`config.mk`:
```
export PLATFORM = sky130hd
export DESIGN_NAME = hazard_scoreboard_flat
export DESIGN_NICKNAME = d
export VERILOG_FILES = /design/src/rtl/hazard_scoreboard_pkg.sv /design/src/rtl/hazard_scoreboard_if.sv /design/src/rtl/hazard_scoreboard_stage.sv /design/src/rtl/hazard_scoreboard.sv /design/src/flat_wrapper.sv
export SDC_FILE = /design/constraint.sdc
export NUM_CORES = 1
export LEC_CHECK = 0
export ABC_AREA = 1
export CELL_PAD_IN_SITES_DETAIL_PLACEMENT = 1
export CELL_PAD_IN_SITES_GLOBAL_PLACEMENT = 1
export CORE_UTILIZATION = 40
export CTS_BUF_LIST = sky130_fd_sc_hd__clkbuf_16
export DETAILED_ROUTE_END_ITERATION = 16
export GPL_ROUTABILITY_DRIVEN = 0
export MAX_ROUTING_LAYER = met4
export PLACE_DENSITY = 0.84
export REMOVE_ABC_BUFFERS = 1
export SLEW_MARGIN = 25
export SYNTH_ARGS = -nofsm -noshare
export SYNTH_HDL_FRONTEND = slang
export SYNTH_SLANG_ARGS = --single-unit
```
`constraint.sdc`:
```
create_clock -name clk -period 7.05 [get_ports clk]
set_clock_uncertainty 0.05 [all_clocks]
set_input_delay 1.7625 -clock clk [delete_from_list [all_inputs] [get_ports clk]]
set_output_delay 1.7625 -clock clk [all_outputs]
set_load 0.02 [all_outputs]
```
`src/rtl/hazard_scoreboard_pkg.sv`:
```
// Shared widths, tracking depth, Tnew/Tuse class constants and the
// forward-select encoding used by the hazard scoreboard.
package hazard_scoreboard_pkg;

  localparam int DEPTH = 3;  // tracked stages after D (1=E ... DEPTH=W)
  localparam int NSRC  = 2;  // decode source operands (rs, rt)
  localparam int RAW   = 5;  // register address width
  localparam int TW    = 2;  // Tnew/Tuse width
  localparam int SW    = 2;  // forward-select width, 2**SW > DEPTH

  // Tnew per producer class, counted from entry into stage 1
  localparam logic [TW-1:0] TNEW_ALU  = 2'd1;
  localparam logic [TW-1:0] TNEW_LOAD = 2'd2;
  localparam logic [TW-1:0] TNEW_LINK = 2'd0;

  // Tuse per consumer class
  localparam logic [TW-1:0] TUSE_BRANCH = 2'd0;
  localparam logic [TW-1:0] TUSE_ALU    = 2'd1;
  localparam logic [TW-1:0] TUSE_STORE  = 2'd2;

  // Select value meaning "take the register file"
  localparam logic [SW-1:0] FWD_RF = '0;

  // Tnew counts down once per advance and parks at zero
  function automatic logic [TW-1:0] sat_dec(input logic [TW-1:0] t);
    return (t == '0) ? t : t - 1'b1;
  endfunction

endpackage

```
`src/rtl/hazard_scoreboard_if.sv`:
```
// Decode-side request and control/forwarding response bundle between the
// datapath (master) and the hazard scoreboard (slave).
interface hazard_scoreboard_if;
  import hazard_scoreboard_pkg::*;

  logic                 d_valid;
  logic                 d_we;
  logic [RAW-1:0]       d_dst;
  logic [TW-1:0]        d_tnew;
  logic [NSRC*RAW-1:0]  d_src;
  logic [NSRC*TW-1:0]   d_tuse;
  logic [NSRC-1:0]      d_src_use;
  logic                 freeze;

  logic                 pc_en;
  logic                 d_en;
  logic                 e_clr;
  logic [NSRC*SW-1:0]   fwd_sel;
  logic [NSRC-1:0]      fwd_pend;
  logic [31:0]          stall_cnt;

  modport master (
    output d_valid, d_we, d_dst, d_tnew, d_src, d_tuse, d_src_use, freeze,
    input  pc_en, d_en, e_clr, fwd_sel, fwd_pend, stall_cnt
  );

  modport slave (
    input  d_valid, d_we, d_dst, d_tnew, d_src, d_tuse, d_src_use, freeze,
    output pc_en, d_en, e_clr, fwd_sel, fwd_pend, stall_cnt
  );

endinterface

```
`src/rtl/hazard_scoreboard_stage.sv`:
```
// One tracked pipeline stage: valid, destination and remaining Tnew.
// Stages after the first count Tnew down as the entry moves in.
module hazard_scoreboard_stage
  import hazard_scoreboard_pkg::*;
#(
  parameter bit DEC = 1'b1
) (
  input  logic           clk,
  input  logic           reset,
  input  logic           i_hold,
  input  logic           i_v,
  input  logic [RAW-1:0] i_dst,
  input  logic [TW-1:0]  i_tnew,
  output logic           o_v,
  output logic [RAW-1:0] o_dst,
  output logic [TW-1:0]  o_tnew
);

  logic           r_v;
  logic [RAW-1:0] r_dst;
  logic [TW-1:0]  r_tnew;

  // Load the upstream entry unless the pipeline is frozen
  always_ff @(posedge clk) begin
    if (reset) begin
      r_v    <= 1'b0;
      r_dst  <= '0;
      r_tnew <= '0;
    end else if (!i_hold) begin
      r_v    <= i_v;
      r_dst  <= i_dst;
      r_tnew <= DEC ? sat_dec(i_tnew) : i_tnew;
    end
  end

  assign o_v    = r_v;
  assign o_dst  = r_dst;
  assign o_tnew = r_tnew;

endmodule

```
`src/rtl/hazard_scoreboard.sv`:
```
// Hazard/forwarding controller: tracks in-flight producers, picks the
// youngest matching producer per decode source, and stalls D when the
// value will not be ready by the time the source is consumed.
module hazard_scoreboard
  import hazard_scoreboard_pkg::*;
(
  input  logic                clk,
  input  logic                reset,
  hazard_scoreboard_if.slave  hs
);

  logic [DEPTH-1:0]  w_v;
  logic [RAW-1:0]    w_dst  [DEPTH];
  logic [TW-1:0]     w_tnew [DEPTH];
  logic              w_ld_v0;
  logic              w_hazard;
  logic [NSRC-1:0]   w_haz_src;
  logic [NSRC*SW-1:0] w_fwd_sel;
  logic [NSRC-1:0]   w_fwd_pend;
  logic [RAW-1:0]    w_src;
  logic              w_hit;
  logic [SW-1:0]     w_k;
  logic [TW-1:0]     w_tn;
  logic [31:0]       r_stall_cnt;

  // A stalled D becomes a bubble; writes to $0 are never tracked
  assign w_ld_v0 = ~w_hazard & hs.d_valid & hs.d_we & (hs.d_dst != '0);

  for (genvar k = 0; k < DEPTH; k++) begin : g_stage
    if (k == 0) begin : g_first
      hazard_scoreboard_stage #(.DEC(1'b0)) u_stage (
        .clk    (clk),
        .reset  (reset),
        .i_hold (hs.freeze),
        .i_v    (w_ld_v0),
        .i_dst  (hs.d_dst),
        .i_tnew (hs.d_tnew),
        .o_v    (w_v[k]),
        .o_dst  (w_dst[k]),
        .o_tnew (w_tnew[k])
      );
    end else begin : g_next
      hazard_scoreboard_stage #(.DEC(1'b1)) u_stage (
        .clk    (clk),
        .reset  (reset),
        .i_hold (hs.freeze),
        .i_v    (w_v[k-1]),
        .i_dst  (w_dst[k-1]),
        .i_tnew (w_tnew[k-1]),
        .o_v    (w_v[k]),
        .o_dst  (w_dst[k]),
        .o_tnew (w_tnew[k])
      );
    end
  end

  // Per source: scan oldest to youngest so the youngest match is kept
  always_comb begin
    w_haz_src  = '0;
    w_fwd_sel  = '0;
    w_fwd_pend = '0;
    w_src      = '0;
    w_hit      = 1'b0;
    w_k        = FWD_RF;
    w_tn       = '0;
    for (int s = 0; s < NSRC; s++) begin
      w_src = hs.d_src[s*RAW +: RAW];
      w_hit = 1'b0;
      w_k   = FWD_RF;
      w_tn  = '0;
      for (int k = DEPTH - 1; k >= 0; k--) begin
        if (hs.d_src_use[s] && w_v[k] && (w_dst[k] == w_src) && (w_src != '0)) begin
          w_hit = 1'b1;
          w_k   = SW'(k + 1);
          w_tn  = w_tnew[k];
        end
      end
      if (w_hit) begin
        if (w_tn == '0)
          w_fwd_sel[s*SW +: SW] = w_k;
        else if (w_tn <= hs.d_tuse[s*TW +: TW])
          w_fwd_pend[s] = 1'b1;
        else
          w_haz_src[s] = 1'b1;
      end
    end
  end

  assign w_hazard    = hs.d_valid & (|w_haz_src);
  assign hs.pc_en    = ~(w_hazard | hs.freeze);
  assign hs.d_en     = ~(w_hazard | hs.freeze);
  assign hs.e_clr    = w_hazard & ~hs.freeze;
  assign hs.fwd_sel  = w_fwd_sel;
  assign hs.fwd_pend = w_fwd_pend;
  assign hs.stall_cnt = r_stall_cnt;

  // Count cycles actually lost to hazards; saturates instead of wrapping
  always_ff @(posedge clk) begin
    if (reset)
      r_stall_cnt <= '0;
    else if (!hs.freeze && w_hazard && (r_stall_cnt != '1))
      r_stall_cnt <= r_stall_cnt + 32'd1;
  end

endmodule
```
`src/flat_wrapper.sv`:
```
// flat-port wrapper written by rule: the top's interface ports become plain ports
module hazard_scoreboard_flat import hazard_scoreboard_pkg::*;
  (clk, reset, hs_d_valid, hs_d_we, hs_d_dst, hs_d_tnew, hs_d_src, hs_d_tuse, hs_d_src_use, hs_freeze, hs_pc_en, hs_d_en, hs_e_clr, hs_fwd_sel, hs_fwd_pend, hs_stall_cnt);
  hazard_scoreboard_if hs_i ();
  input  logic clk;
  input  logic reset;
  input wire logic [$bits(hs_i.d_valid)-1:0] hs_d_valid;
  input wire logic [$bits(hs_i.d_we)-1:0] hs_d_we;
  input wire logic [$bits(hs_i.d_dst)-1:0] hs_d_dst;
  input wire logic [$bits(hs_i.d_tnew)-1:0] hs_d_tnew;
  input wire logic [$bits(hs_i.d_src)-1:0] hs_d_src;
  input wire logic [$bits(hs_i.d_tuse)-1:0] hs_d_tuse;
  input wire logic [$bits(hs_i.d_src_use)-1:0] hs_d_src_use;
  input wire logic [$bits(hs_i.freeze)-1:0] hs_freeze;
  output wire logic [$bits(hs_i.pc_en)-1:0] hs_pc_en;
  output wire logic [$bits(hs_i.d_en)-1:0] hs_d_en;
  output wire logic [$bits(hs_i.e_clr)-1:0] hs_e_clr;
  output wire logic [$bits(hs_i.fwd_sel)-1:0] hs_fwd_sel;
  output wire logic [$bits(hs_i.fwd_pend)-1:0] hs_fwd_pend;
  output wire logic [$bits(hs_i.stall_cnt)-1:0] hs_stall_cnt;
  assign hs_i.d_valid = hs_d_valid;
  assign hs_i.d_we = hs_d_we;
  assign hs_i.d_dst = hs_d_dst;
  assign hs_i.d_tnew = hs_d_tnew;
  assign hs_i.d_src = hs_d_src;
  assign hs_i.d_tuse = hs_d_tuse;
  assign hs_i.d_src_use = hs_d_src_use;
  assign hs_i.freeze = hs_freeze;
  assign hs_pc_en = hs_i.pc_en;
  assign hs_d_en = hs_i.d_en;
  assign hs_e_clr = hs_i.e_clr;
  assign hs_fwd_sel = hs_i.fwd_sel;
  assign hs_fwd_pend = hs_i.fwd_pend;
  assign hs_stall_cnt = hs_i.stall_cnt;
  hazard_scoreboard u_core (.clk(clk), .reset(reset), .hs(hs_i));
endmodule
```
==> results by group <==
Placed design
  • Hpwl dp: 9400 µm
  • IO buf count: 68
  • # placed instances: 803

Floorplan
  • Core box area: 0.00937 mm²
  • Row Count: 35
  • Initial Utilization: 42.0%
  • # IOs: 69
  • Die area: 0.0102 mm²
  • Die Y: 101 µm
  • Horiz. Die Dim: 101 µm

Synthesis
  • #FFs+latches synth: 56
  • Warnings, synthesis: 0
  • Synthesized area per cell: 6.34 µm²
  • EDFF count, synth: 0
  • Primary FF master, synth: dfxtp_1
  • Sequential share of the synthesized area: 28.5%
  • Post-Syn Instances: 620
  • Yosys cell types: 33
  • Synthesized area: 0.00393 mm²
  • Asr flop ratio synth: 0%

Critical path
  • Crit start category: input pin
  • Slowest cell on the critical path: clkdlybuf4s50_1
  • Crit Path Category: input pin to output port
  • CP required: 5.24 ns
  • Slowest stage delay, CP: 0.62 ns
  • Worst EP arrival: 4.92 ns
  • Cell family with most CP delay: buffers and inverters
  • Cell Chain, Critical Path: clkdlybuf4s50_1 > nor2_1 > nand2_1 > nor2_4 > nor2_2 > nand3_2 > nand2_1 > inv_1 > nand2_2 > nand2_4 > inv_1 > ha_1 > a21oi_1 > a21oi_1 > nand2_2 > nand2_2 > nand2_1 > inv_1 > clkdlybuf4s50_1
  • Critical Path Sink Type: output port
  • Worst path bufs/invs: 5
  • Crit path max fanout: 7

Timing
  • RSZ-0062 raised after global routing: false
  • Final setup fails: 0
  • Min cycle time layout: 6.74 ns
  • Headroom to the max-slew limit: 36.6%
  • Setup_tns: 0 ns
  • Post-route clock period utilization: 95.5%
  • Hold Fails Final Rpt: 0
  • Slew Viols, Final: 0
  • Fmax: 148 MHz
  • Slew @ Worst Pin: 0.950 ns

Global routing
  • Vias in the first global route: 4,432
  • Grt ovf: 0
  • First-pass GRT wire length: 20,700 µm
  • Largest net degree at the start of global routing: 44
  • Initial antenna violation count: 0
  • GRT Util Overall: 26.2%

Clocking
  • Cts repair resizes: 0
  • CTS root buf: clkbuf_16
  • CTS tree: yes
  • Worst-Skew Late Latency: 0.29 ns
  • CTS Buffer Depth: 2
  • H-tree levels: 2
  • Post-CTS setup buffers: 0
  • CTS sink cnt: 56
  • Hold-fix buffers, CTS: 0
  • Num CTS Buffers: 5
  • Worst-path clk slew: 0.07 ns

Routing
  • Avg WL per Cell: 15.1 µm
  • Vias/cell: 5.13
  • WL met2: 6210 µm
  • Met3 WL post-DR: 418 µm
  • Iter 0 DRT Violations: 92
  • Vias: 4,152
  • 1st-pass router iterations: 4
  • Final antenna-violating net count: 0
  • Routed metal-1 wirelength: 5340 µm
  • DRC Markers: 0
  • Highest Signal Layer: met4
  • Routed wire length: 12,300 µm

Status
  • Outcome: completed

Final layout
  • Antenna fix cells: 0
  • Area Overhead vs Synth: 23.9%
  • Register area: 0.00112 mm²
  • Multi-input gate area: 0.00226 mm²
  • Fill cells: 1,299
  • Final net count: 714
  • Final std cells w/o fill: 810
  • Share of cells above drive strength 1: 11.9%

Power and ir drop
  • Peak supply drop: 113 µV
  • Power density cells: 153 mW/mm²
  • Total power: 746 µW
  • P_leak: 0.00210 µW

Worst hold path
  • Worst Hold Class: flip-flop to flip-flop

Flow run
  • Max-cap viol count: 0
-- cell usage in the layout, fill, tap and decap left out --
cell | synthesis | final
nand2_1 | 147 | 147
inv_1 | 99 | 99
nor2_1 | 72 | 71
clkdlybuf4s50_1 | 0 | 68
dfxtp_1 | 56 | 56
a21oi_1 | 35 | 35
nand3_1 | 29 | 29
o21ai_0 | 27 | 27
nand2_2 | 16 | 16
inv_2 | 14 | 14
o21bai_1 | 14 | 14
nor3_1 | 13 | 13
nand4_1 | 12 | 12
nand4_2 | 12 | 12
nor2_4 | 8 | 8
nand3_2 | 7 | 7
nor2_2 | 5 | 6
nor3b_1 | 6 | 6
o21ai_1 | 5 | 5
nor4_1 | 5 | 5
ha_1 | 5 | 5
clkbuf_16 | 0 | 5
xor2_1 | 4 | 4
buf_4 | 3 | 4
nand2_4 | 3 | 3
clkinv_1 | 2 | 2
nor3b_2 | 2 | 2
bufinv_16 | 0 | 2
nor3_2 | 1 | 1
nor4_2 | 1 | 1
and2_1 | 1 | 1
nand3b_1 | 1 | 1
-- worst register-to-register path, stage by stage, from the launching register on --
cell,delay (ns)
dfxtp_1,0.39
inv_1,0.09
nand2_1,0.08
nand3_1,0.07
nor2_1,0.19
nand3_2,0.14
inv_2,0.11
nand2_2,0.07
nand2_4,0.09
inv_1,0.05
ha_1,0.30
a21oi_1,0.08
a21oi_1,0.22
nand2_2,0.11
nand2_2,0.10
buf_4,0.37
nand3_2,0.21
nand2_1,0.11
nor3b_1,0.20
-- layout make-up --
| class | instances | share of cell area, % |
|---|---|---|
| timing repair buffer | 72 | 14.6 |
| clock inverter | 2 | 1.23 |
| tap | 129 | 3.31 |
| multi-input combinational | 431 | 46.4 |
| clock buffer | 5 | 2.57 |
| sequential | 56 | 23.0 |
| inverter | 115 | 8.86 |
-- layer usage --
metal / vias to the layer above / global-route usage [%]
met5: - / -
met3: 19 / 3.11
met2: 85 / 46.7
li1: 2067 / -
met1: 1981 / 30.2
met4: 0 / 9.03
-- kinds of logic after synthesis --
logic type / Yosys count / share of synthesized area, %
flip-flops: 56 / 28.5
buffers and inverters: 133 / 14.1
AND/OR/NAND/NOR: 341 / 43.7
adder cells (fa/ha/maj): 5 / 1.59
AO/OA/AOI/OAI: 81 / 11.2
XOR/XNOR: 4 / 0.891
-- Yosys cell counts (3+ instances only) --
master | n | area (µm²)
nand4_1 | 12 | 75.1
nor2_4 | 8 | 90.1
inv_2 | 14 | 52.6
nand3_2 | 7 | 70.1
nor3b_1 | 6 | 45.0
inv_1 | 99 | 372
nor2_1 | 72 | 270
xor2_1 | 4 | 35.0
dfxtp_1 | 56 | 1120
o21ai_1 | 5 | 25.0
nand2_4 | 3 | 33.8
nor4_1 | 5 | 31.3
nand4_2 | 12 | 150
ha_1 | 5 | 62.6
o21bai_1 | 14 | 105
a21oi_1 | 35 | 175
nand2_1 | 147 | 552
nor3_1 | 13 | 65.1
clkbuf_1 | 10 | 37.5
nand2_2 | 16 | 100
o21ai_0 | 27 | 135
nand3_1 | 29 | 145
nor2_2 | 5 | 31.3
buf_4 | 3 | 22.5
-- power by group --
group / switching [µW] / total (µW) / internal (µW) / leakage (µW)
clock: 118 / 320 / 202 / 0.0000899
combinational: 56.8 / 93.4 / 36.6 / 0.00156
sequential: 8.18 / 333 / 324 / 0.000456
total: 183 / 746 / 563 / 0.00210
-- flip-flops by register name, indices dropped and copies added, names as in the netlist --
register	flops
u_core.hs.stall_cnt	32
u_core.g_stage.g_next.u_stage.o_dst	10
u_core.g_stage.g_first.u_stage.o_dst	5
u_core.g_stage.g_next.u_stage.o_tnew	4
u_core.g_stage.g_first.u_stage.o_tnew	2
u_core.g_stage.g_next.u_stage.o_v	2
u_core.g_stage.g_first.u_stage.o_v	1
-- final timing paths --
| path | startpoint | to | slack [ns] | cells past startpoint |
|---|---|---|---|---|
| min | u_core.g_stage[0].g_first.u_stage.o_tnew[0]$_SDFFE_PP0N_ | u_core.g_stage[1].g_next.u_stage.o_tnew[1]$_SDFFE_PP0N_ | 0.44 | 2 |
| max reg2reg | u_core.g_stage[0].g_first.u_stage.o_dst[2]$_SDFFE_PP0N_ | u_core.hs.stall_cnt[17]$_SDFFE_PP0P_ | 3.96 | 18 |
| min reg2reg | u_core.g_stage[0].g_first.u_stage.o_tnew[0]$_SDFFE_PP0N_ | u_core.g_stage[1].g_next.u_stage.o_tnew[1]$_SDFFE_PP0N_ | 0.44 | 2 |
| max | hs_d_src[5] | hs_e_clr | 0.31 | 19 |
-- per-stage QoR --
step	utilization, %	setup slack (ns)	instance area (µm²)	hold WS (ns)
global route	52.0	0.0873	4870	0.458
CTS	52.0	0.322	4870	0.439
finish	52.0	0.314	4870	0.438
global placement	50.0	0.512	4690	0.427
detailed placement	50.0	0.349	4690	0.429
floorplan	-	1.16	3810	0.401
No activity file was read; power rests on OpenSTA's default activity.
